## config.mk

```make
export PLATFORM = sky130hd
export DESIGN_NAME = fp_add_arbiter
export DESIGN_NICKNAME = d
export VERILOG_FILES = /design/src/rtl/fp_add_arbiter.sv
export SDC_FILE = /design/constraint.sdc
export NUM_CORES = 1
export LEC_CHECK = 0
export BUFFER_PORTS_ARGS = -buffer_cell sky130_fd_sc_hd__buf_2
export CAP_MARGIN = 40
export CORE_AREA = 4 4 158 160
export CTS_CLUSTER_SIZE = 20
export DETAILED_ROUTE_END_ITERATION = 16
export DIE_AREA = 0 0 162 164
export PLACE_DENSITY = 0.6
export SLEW_MARGIN = 20
export SYNTH_ARGS = -nofsm -noshare
export SYNTH_HDL_FRONTEND = slang
export SYNTH_SLANG_ARGS = --single-unit
export TNS_END_PERCENT = 100
```

## constraint.sdc

```tcl
create_clock -name clk -period 3 [get_ports clk]
set_input_delay 0.3 -clock clk [delete_from_list [all_inputs] [get_ports clk]]
set_output_delay 0.3 -clock clk [all_outputs]
set_load 0.005 [all_outputs]
```

## src/rtl/fp_add_arbiter.sv

```systemverilog
// fp_add_arbiter
//   Lets NUM_REQ client datapaths share one single-precision IEEE adder.
//   Each cycle a round-robin arbiter may accept one operation. Its operands
//   are registered onto the adder inputs, and its requester tag travels down a
//   pipeline that matches the adder latency. When the result comes out of the
//   adder, it is returned to the requester that issued the operation.
//
// Ports
//   clk, rst            clock and asynchronous active-high reset
//   req_valid/req_ready per-requester valid/ready handshake (ready is one-hot or zero)
//   req_a/req_b/req_op  packed operands; requester i uses bits [32*i +: 32]; op 1 = A-B
//   resp_valid          one-cycle result pulse to the issuing requester
//   resp_result         adder result, shared by all requesters
//   resp_idx            index of the requester receiving the result
//   number1/number2/op  registered operands to the adder
//   result              adder output
//   inflight            number of operations issued but not yet returned
//   busy                work is pending or requested
module fp_add_arbiter #(
  parameter int NUM_REQ       = 4,
  parameter int ADDER_LATENCY = 1,
  parameter int IDX_W         = $clog2(NUM_REQ)
) (
  input  logic                 clk,
  input  logic                 rst,
  input  logic [NUM_REQ-1:0]   req_valid,
  output logic [NUM_REQ-1:0]   req_ready,
  input  logic [NUM_REQ*32-1:0] req_a,
  input  logic [NUM_REQ*32-1:0] req_b,
  input  logic [NUM_REQ-1:0]   req_op,
  output logic [NUM_REQ-1:0]   resp_valid,
  output logic [31:0]          resp_result,
  output logic [IDX_W-1:0]     resp_idx,
  output logic [31:0]          number1,
  output logic [31:0]          number2,
  output logic                 op,
  input  logic [31:0]          result,
  output logic [IDX_W+1:0]     inflight,
  output logic                 busy
);

  logic [IDX_W-1:0]                 ptr;
  logic                             grant_found;
  logic [IDX_W-1:0]                 grant_idx;
  logic                             issue;
  logic [ADDER_LATENCY:0]           tag_vld;
  logic [ADDER_LATENCY:0][IDX_W-1:0] tag_idx;
  logic                             out_vld;

  function automatic logic [IDX_W-1:0] wrap_idx(input int v);
    return IDX_W'(v % NUM_REQ);
  endfunction

  // Search starts just after the last winner. This makes the last winner the
  // lowest priority and gives a bounded wait to everyone else.
  always_comb begin
    grant_found = 1'b0;
    grant_idx   = '0;
    req_ready   = '0;
    for (int k = 1; k <= NUM_REQ; k++) begin
      if (!grant_found && req_valid[wrap_idx(int'(ptr) + k)]) begin
        grant_found = 1'b1;
        grant_idx   = wrap_idx(int'(ptr) + k);
      end
    end
    if (grant_found && !rst) req_ready[grant_idx] = 1'b1;
  end

  assign issue = |(req_valid & req_ready);

  always_ff @(posedge clk or posedge rst) begin
    if (rst) begin
      number1 <= '0;
      number2 <= '0;
      op      <= 1'b0;
      ptr     <= IDX_W'(NUM_REQ - 1);
    end else if (issue) begin
      number1 <= req_a[32*int'(grant_idx) +: 32];
      number2 <= req_b[32*int'(grant_idx) +: 32];
      op      <= req_op[grant_idx];
      ptr     <= grant_idx;
    end
  end

  // Stage k holds the tag of the operation whose operands went to the adder
  // k cycles ago. The last stage is therefore aligned with result.
  always_ff @(posedge clk or posedge rst) begin
    if (rst) begin
      tag_vld <= '0;
      tag_idx <= '0;
    end else begin
      tag_vld[0] <= issue;
      tag_idx[0] <= grant_idx;
      for (int k = ADDER_LATENCY; k >= 1; k--) begin
        tag_vld[k] <= tag_vld[k-1];
        tag_idx[k] <= tag_idx[k-1];
      end
    end
  end

  assign out_vld = tag_vld[ADDER_LATENCY];

  always_comb begin
    resp_valid = '0;
    resp_idx   = '0;
    if (out_vld) begin
      resp_valid[tag_idx[ADDER_LATENCY]] = 1'b1;
      resp_idx                           = tag_idx[ADDER_LATENCY];
    end
  end

  assign resp_result = result;

  // When an issue and a response happen in the same cycle, the count stays the same.
  always_ff @(posedge clk or posedge rst) begin
    if (rst) begin
      inflight <= '0;
    end else if (issue && !out_vld) begin
      inflight <= inflight + (IDX_W+2)'(1);
    end else if (!issue && out_vld) begin
      inflight <= inflight - (IDX_W+2)'(1);
    end
  end

  assign busy = (inflight != '0) || (|req_valid);

endmodule

```

==> results of run 1 <==
==> metal layers <==
layer  GRT usage, %  up-vias
met4           4.54        4
met2           22.6      211
li1               -     2259
met1           13.2     2148
met3           3.96       31
met5              0        -
==> cell usage in the layout, fill, tap and decap left out, drive strengths merged, types with 4 or more instances in the layout <==
cell type	instances
clkbuf	10
nor2	6
nand2b	4
buf	354
o221ai	65
inv	7
dfrtp	75
mux2i	130
nand2	71
==> worst max path at each step <==
stage / end / slack [ns] / cells after the start
2_1_floorplan: inflight[3]$_DFFE_PP0P_ / 0.72 / 13
5_1_grt: req_ready[1] / 0.35 / 6
3_3_place_gp: inflight[3]$_DFFE_PP0P_ / 0.53 / 13
3_5_place_dp: inflight[3]$_DFFE_PP0P_ / 0.46 / 13
4_1_cts: req_ready[2] / 0.44 / 7
6_report: req_ready[2] / 0.52 / 7
==> final cells by class <==
class | count | area [sq um] | area share (%)
clock buffer | 10 | 239 | 3.26
tap | 319 | 399 | 5.44
multi-input combinational | 305 | 2790 | 38.1
sequential | 77 | 1930 | 26.3
timing repair buffer | 354 | 1860 | 25.3
clock inverter | 6 | 93.8 | 1.28
inverter | 6 | 23.8 | 0.324
==> registers in the layout (all words and copies together), names as in the netlist <==
register,count
inflight,4
tag_vld,2
op,1
number2,32
ptr,2
number1,32
tag_idx,4
==> where the power goes <==
group | leakage (nW) | internal [mW] | switching [mW] | total [mW]
clock network | 0.160 | 0.760 | 0.474 | 1.23
logic | 2.65 | 0.926 | 0.921 | 1.85
registers | 0.936 | 1.34 | 0.198 | 1.53
==> cell families after synthesis <==
kind of cell | Yosys count | share of synthesized area, %
xor gates and xnor gates | 4 | 0.661
adders and majority gates | 4 | 1.09
and+or+nand+nor | 91 | 7.15
muxes | 131 | 24.8
buffers and inverters | 75 | 11.4
DFF | 77 | 36.4
AOI/OAI and AO/OA | 75 | 18.6
==> critical path, delay by kind of cell (launching register included) <==
family                 cells  cell delay [ns]
AO/OA/AOI/OAI              2             0.46
buffers and inverters      3             0.59
flip-flops                 1             0.54
AND/OR/NAND/NOR            2             0.25
==> per-stage QoR <==
stage / hold WS (ns) / area, sq um / cells
global placement: 0.332 / 7000 / 1061
floorplan: 0.331 / 5300 / 457
finish: 0.0215 / 7330 / 1077
detailed placement: 0.337 / 7000 / 1061
CTS: 0.0319 / 7330 / 1077
global route: 0.0702 / 7330 / 1077
==> summary.md, run 1 <==
| Metric | Value |
|---|---|
| Total number of vias | `4653` |
| Setup WS pre-CTS | `0.464 ns` |
| Lkg Pwr | `3.75 nW` |
| Setup CP Type | `reg2out` |
| TritonRoute pass-1 iters | `4` |
| Share of the synthesized area in the top cell type | `35.4%` |
| R2R cell count | `6` |
| Count leader, synth | `mux2i_1` |
| Vias in the first global route | `4818` |
| Final Worst Setup Slack | `0.523 ns` |
| Die width | `162 um` |
| Gpl congestion | `0.762` |
| Core Box Area | `0.0234 sq mm` |
| Pwr Density | `629 mW/mm^2` |
| Antenna viol nets, final | `0` |
| Cts repair resizes | `0` |
| HPWL Detailed | `13.7 mm` |
| # nets final | `1055` |
| Cell Area, Synth | `0.00530 sq mm` |
| Deepest clock path buffer count | `2` |
| Root buffer cell | `clkbuf_16` |
| WL final | `17.3 mm` |
| Worst Skew | `0.00959 ns` |
| Final Cycle Share | `82.6%` |
| IO Count | `410` |
| CP endpoint kind | `output pin` |
| Max-slew headroom | `46.7%` |
| First-pass GRT wire length | `25.7 mm` |
| Tightest Pin Transition | `0.799 ns` |
| Area grow syn2layout | `38.3%` |
| Row count | `56` |
| Met3 wire len | `1.50 mm` |
| Synth cell count leaders | `mux2i_1 (130), dfrtp_1 (75), nand2_1 (70)` |
| Starting density of the core | `22.7%` |
| CTS Buf Count | `9` |
| Largest area contributor in the netlist | `dfrtp_1` |
| Slew Limit Fails | `0` |
| Max Cap Viol | `0` |
| R2r endpoint | `number2[23]$_DFFE_PP0N_` |
| Crit path cell chain | `nand2b_1 > o21ai_1 > a221oi_4 > buf_12 > inv_2 > nor2_1 > buf_2` |
| Synth Instances | `457` |
| Ys Warns | `0` |
| H-tree levels | `3` |
| Sequential-to-total area share from yosys stat | `36.4%` |
| Synth unique cells | `37` |
| R2R Path Start | `ptr[0]$_DFFE_PP1N_` |
| Fin. Hold Viols | `0` |
| Overall Power | `4.62 mW` |
| Flop2flop setup slack | `0.68 ns` |
| Die area | `0.0266 sq mm` |
| # DRC | `0` |
| Share of layout cells above drive strength 1 | `57.5%` |
| Post-layout util | `31.3%` |
| Fillers | `2482` |
| WL/cell | `16.1 um` |
| GR Overflow Total | `0` |
| Highest Clock Rate | `0.404 GHz` |
| Number of enable flip-flop cells after synthesis | `0` |
| Fin crit period | `2.48 ns` |
| Worst-path clk slew | `0.07 ns` |
| Critical path arrival | `2.18 ns` |
| Antenna Cells | `0` |
| Clock sink count | `77` |
| Status | `complete, no violations` |
| Peak supply drop | `0.242 mV` |
| CP max stage delay | `0.54 ns` |
| Average instance area after synthesis | `11.6 sq um` |
| Hold buffer count at CTS | `0` |
| CTS tree | `yes` |
| Post-route met1 wirelength | `6.42 mm` |
| Hold Crit Class | `in2async` |
| Setup Fix Bufs, Post-CTS | `0` |
| # setup viols final | `0` |
| Dominant synthesized flop cell | `dfrtp_1` |
| Met2 routed WL | `9.03 mm` |
| Worst setup startpoint | `ptr[0]$_DFFE_PP1N_` |
| Worst Path Required | `2.70 ns` |
| Crit path max-delay cell type | `dfstp_2` |
| Largest net degree at the start of global routing | `75` |
| Synth area leaders | `dfrtp_1 (35%), mux2i_1 (25%), o221ai_2 (16%)` |
| I/O Buffers | `345` |
| Setup TNS | `0 ns` |
| Initial antenna violation count | `2` |
| Clk_lat worst skew | `0.34 ns` |
| Async SR Flop Fraction | `100%` |
| DRC marker count from the first detailed-route iteration | `183` |
| Die Height | `164 um` |
| Total global-route track usage | `12.3%` |
| Crit-path max FO | `60` |
| Startpoint Class | `flip-flop` |
| Top Metal Used | `met5` |
| Register bit total from synthesis | `77` |
| Unrepaired setup endpoints after global routing | `false` |
| Via density | `4.32` |
| Post-Syn Nets | `759` |
(Power assumes the default switching activity.)
==> inputs of run 2 (changes only) <==
--- a/config.mk
+++ b/config.mk
@@ -5,13 +5,14 @@
 export SDC_FILE = /design/constraint.sdc
 export NUM_CORES = 1
 export LEC_CHECK = 0
+export ABC_AREA = 1
 export BUFFER_PORTS_ARGS = -buffer_cell sky130_fd_sc_hd__buf_2
 export CAP_MARGIN = 40
 export CORE_AREA = 4 4 158 160
 export CTS_CLUSTER_SIZE = 20
 export DETAILED_ROUTE_END_ITERATION = 16
 export DIE_AREA = 0 0 162 164
-export PLACE_DENSITY = 0.6
+export PLACE_DENSITY = 0.67
 export SLEW_MARGIN = 20
 export SYNTH_ARGS = -nofsm -noshare
 export SYNTH_HDL_FRONTEND = slang
==> constraint.sdc (replaced) <==
create_clock -name clk -period 2.1 [get_ports clk]
set_input_delay 0.21 -clock clk [delete_from_list [all_inputs] [get_ports clk]]
set_output_delay 0.21 -clock clk [all_outputs]
set_load 0.005 [all_outputs]
==> run 2 against run 1 <==
Against the previous run:
- the flow now finishes with violations (setup timing)
- highest routed layer unchanged
- critical path type unchanged
- non-clock buffer count increased by 91
- worst hold slack improved by 0.22 ns
- critical path depth increased by 5
- final cell count increased by 61%
==> summary.md, run 2 <==
| Metric | Value |
|---|---|
| Register bit total from synthesis | `77 (unchanged)` |
| Sequential-to-total area share from yosys stat | `30.4% (-6.0 points)` |
| Hold Crit Class | `in2reg` |
| Fin crit period | `2.37 ns` |
| Hold Path Cell Cnt | `7` |
| Commonest non-fill, non-tap cell in the layout | `nand2_1` |
| WL/cell | `16.1 um (about the same)` |
| Count leader, synth | `nand2_1` |
| IO Count | `410 (unchanged)` |
| Die Height | `164 um (unchanged)` |
| H-tree levels | `3 (unchanged)` |
| R2R Path Start | `ptr[0]$_DFFE_PP1N_` |
| Crit path max-delay cell type | `dfstp_2` |
| Initial antenna violation count | `3 (+1)` |
| Max Cap Viol | `0 (unchanged)` |
| Async SR Flop Fraction | `100% (unchanged)` |
| CP endpoint kind | `output pin` |
| Overall Power | `22.1 mW (+380%)` |
| Design area | `0.0101 sq mm (+37%)` |
| DRC marker count from the first detailed-route iteration | `624 (+240%)` |
| Largest area contributor in the netlist | `nand2_1` |
| Antenna Cells | `0 (unchanged)` |
| CTS Buf Count | `9 (unchanged)` |
| WL final | `27.9 mm (+61%)` |
| Status | `complete, but fails checks` |
| First-pass GRT wire length | `42.7 mm (+66%)` |
| Synth area leaders | `nand2_1 (41%), dfrtp_1 (30%), nand4_1 (13%)` |
| Die width | `162 um (unchanged)` |
| Die area | `0.0266 sq mm (unchanged)` |
| GR Overflow Total | `0 (unchanged)` |
| # setup viols final | `69 (+69)` |
| Gpl congestion | `0.829 (+8.8%)` |
| Total number of vias | `8288 (+78%)` |
| Post-layout util | `43.0% (+12 points)` |
| Root buffer cell | `clkbuf_16` |
| Crit path cell chain | `inv_4 > nand2_2 > nand2_2 > nand2_2 > nand2_2 > buf_4 > nand3_1 > buf_4 > nand3_4 > buf_12 > nor3_4 > buf_2` |
| Worst Path Required | `1.89 ns (-0.81 ns)` |
| Tightest Pin Transition | `0.528 ns (-0.271 ns)` |
| Total global-route track usage | `20.2% (+7.9 points)` |
| Post-Syn Nets | `1370 (+81%)` |
| Antenna viol nets, final | `0 (unchanged)` |
| CP bufs+invs | `5 (+2)` |
| Share of the synthesized area in the top cell type | `40.8% (+5.4 points)` |
| TritonRoute pass-1 iters | `5 (+1)` |
| CP max stage delay | `0.62 ns (+0.08 ns)` |
| Cell Area, Synth | `0.00635 sq mm (+20%)` |
| Ys Warns | `0 (unchanged)` |
| Fillers | `2453 (-1.2%)` |
| Flop2flop setup slack | `-0.24 ns (-0.92 ns)` |
| Average instance area after synthesis | `5.95 sq um (-49%)` |
| Row count | `56 (unchanged)` |
| CP top delay family | `buffers and inverters` |
| Unrepaired setup endpoints after global routing | `true` |
| Number of enable flip-flop cells after synthesis | `0 (unchanged)` |
| Largest net degree at the start of global routing | `62 (-17%)` |
| Hold Crit Endpoint | `number2[11]$_DFFE_PP0N_` |
| Pwr Density | `2200 mW/mm^2 (+250%)` |
| Dominant synthesized flop cell | `dfrtp_1` |
| HPWL Detailed | `18.1 mm (+32%)` |
| Share of layout cells above drive strength 1 | `37.7% (-20 points)` |
| R2R cell count | `19 (+13)` |
| Starting density of the core | `27.2% (+4.5 points)` |
| Highest Clock Rate | `0.423 GHz` |
| Worst Skew | `0.0102 ns (+0.000583 ns)` |
| Hold WS | `0.237 ns (+0.215 ns)` |
| Core Box Area | `0.0234 sq mm (unchanged)` |
| Largest regs | `number1 x32, number2 x32` |
| R2r endpoint | `number1[9]$_DFFE_PP0N_` |
| CTS tree | `yes` |
| Setup CP Type | `reg2out` |
| Deepest clock path buffer count | `2 (unchanged)` |
| Final Worst Setup Slack | `-0.267 ns (-0.790 ns)` |
| Synth Instances | `1068 (+130%)` |
| I/O Buffers | `345 (unchanged)` |
| Startpoint Class | `flip-flop` |
| Placed Area | `0.00840 sq mm (+20%)` |
| Critical path arrival | `2.16 ns (-0.02 ns)` |
| Via density | `4.79 (+11%)` |
| Max-slew headroom | `64.7% (+18 points)` |
| Peak supply drop | `1.18 mV (+390%)` |
| Lkg Pwr | `5.96 nW (+59%)` |
| Worst-path clk slew | `0.07 ns (about the same)` |
| # nets final | `1709 (+62%)` |
| Area grow syn2layout | `58.2%` |
| Vias in the first global route | `8052 (+67%)` |
| Most frequent cells in the layout | `nand2_1 (643), buf_2 (345), nand4_1 (130)` |
| Crit-path max FO | `7 (-88%)` |
| Clock sink count | `77 (unchanged)` |
| Clk_lat worst skew | `0.34 ns (about the same)` |
| Slew Limit Fails | `0 (unchanged)` |
| # DRC | `0 (unchanged)` |
| Synth cell count leaders | `nand2_1 (690), nand4_1 (130), dfrtp_1 (75)` |
| Synth unique cells | `28 (-24%)` |
| Violated checks | `setup timing` |
| Most frequent CP cell | `nand2_2` |
| Fin. Hold Viols | `0 (unchanged)` |
| Hold wc startpoint | `req_b[11]` |
| Final Cycle Share | `113%` |
[run 2: cell count changes in the layout (fill, tap and decap cells not counted), sizes merged, moves of 2 or more]
cell and change:
nand2 +621, mux2i -130, nand4 +130, buf +88, o221ai -65, inv +9
nand3 +6, nor2 +5, nand2b -4, nor3 +3, and2 -2, bufbuf +2
nor2b -2, or2 -2
[run 2: tightest hold or removal path: stages]
cell and delay (ns):
buf_2 0.07, nand2_1 0.04, nand2_1 0.05, nand2_1 0.04
nand2_1 0.05, nand2_1 0.04, nand2_1 0.05
[run 2: layer usage]
metal	part of all wire, %	track usage (%)	up-vias
met4	3.0	7.92	6
met1	41	24.9	3786
li1	-	-	4066
met3	8.0	4.77	61
met5	0.15	0	-
met2	48	34.1	369
[run 2: worst max-delay path by stage]
stage	end	startpoint	slack (ns)	cells past startpoint
final	req_ready[0]	ptr[0]$_DFFE_PP1N_	-0.27	12
after global routing	req_ready[0]	ptr[0]$_DFFE_PP1N_	-0.40	11
after global placement	number2[4]$_DFFE_PP0N_	ptr[0]$_DFFE_PP1N_	-0.08	16
after CTS	req_ready[1]	ptr[0]$_DFFE_PP1N_	-0.26	12
after detailed placement	number2[4]$_DFFE_PP0N_	ptr[0]$_DFFE_PP1N_	-0.12	16
after floorplan	inflight[3]$_DFFE_PP0P_	req_valid[3]	-0.009	14
[run 2: layout make-up]
class	count	area (sq um)	area share (%)
Clock buffer	10	239	2.38
Clock inverter	6	93.8	0.933
Inverter	15	65.1	0.647
Multi-Input combinational cell	859	3890	38.7
Sequential cell	77	1930	19.2
Tap cell	319	399	3.97
Timing Repair Buffer	445	3440	34.2
[run 2: cell families after synthesis]
logic type / count (synthesis) / share of synthesized area [%]
DFF: 77 / 30.4
buffers and inverters: 132 / 11.9
adders and majority gates: 4 / 0.906
and+or+nand+nor: 845 / 55.7
AOI/OAI and AO/OA: 7 / 0.748
xor gates and xnor gates: 3 / 0.414
[run 2: repair_timing]
item                                    in CTS  in global routing
endpoints found under the setup margin      69                 70
pin swaps                                   62                  3
gates cloned                                23                  0
resized for setup                          108                 12
endpoints found under the hold margin       18                  0
buffers inserted                            33                  0
hold buffers                                 1                  0
[run 2: metrics by stage]
| stage | worst slack [ns] | TNS, ns | cells |
|---|---|---|---|
| 2_1_floorplan | -0.00937 | -0.00937 | 1068 |
| 3_3_place_gp | -0.0818 | -0.567 | 1660 |
| 3_5_place_dp | -0.115 | -3.44 | 1660 |
| 4_1_cts | -0.255 | -9.89 | 1731 |
| 5_1_grt | -0.398 | -22.34 | 1731 |
| 6_report | -0.267 | -12.25 | 1731 |
[run 2: report_power, final]
part / internal, mW / switching [mW] / total (mW)
Sequential: 2.22 / 0.435 / 2.66
Clock: 1.08 / 0.676 / 1.76
Combinational: 8.47 / 9.24 / 17.7
Total: 11.8 / 10.3 / 22.1
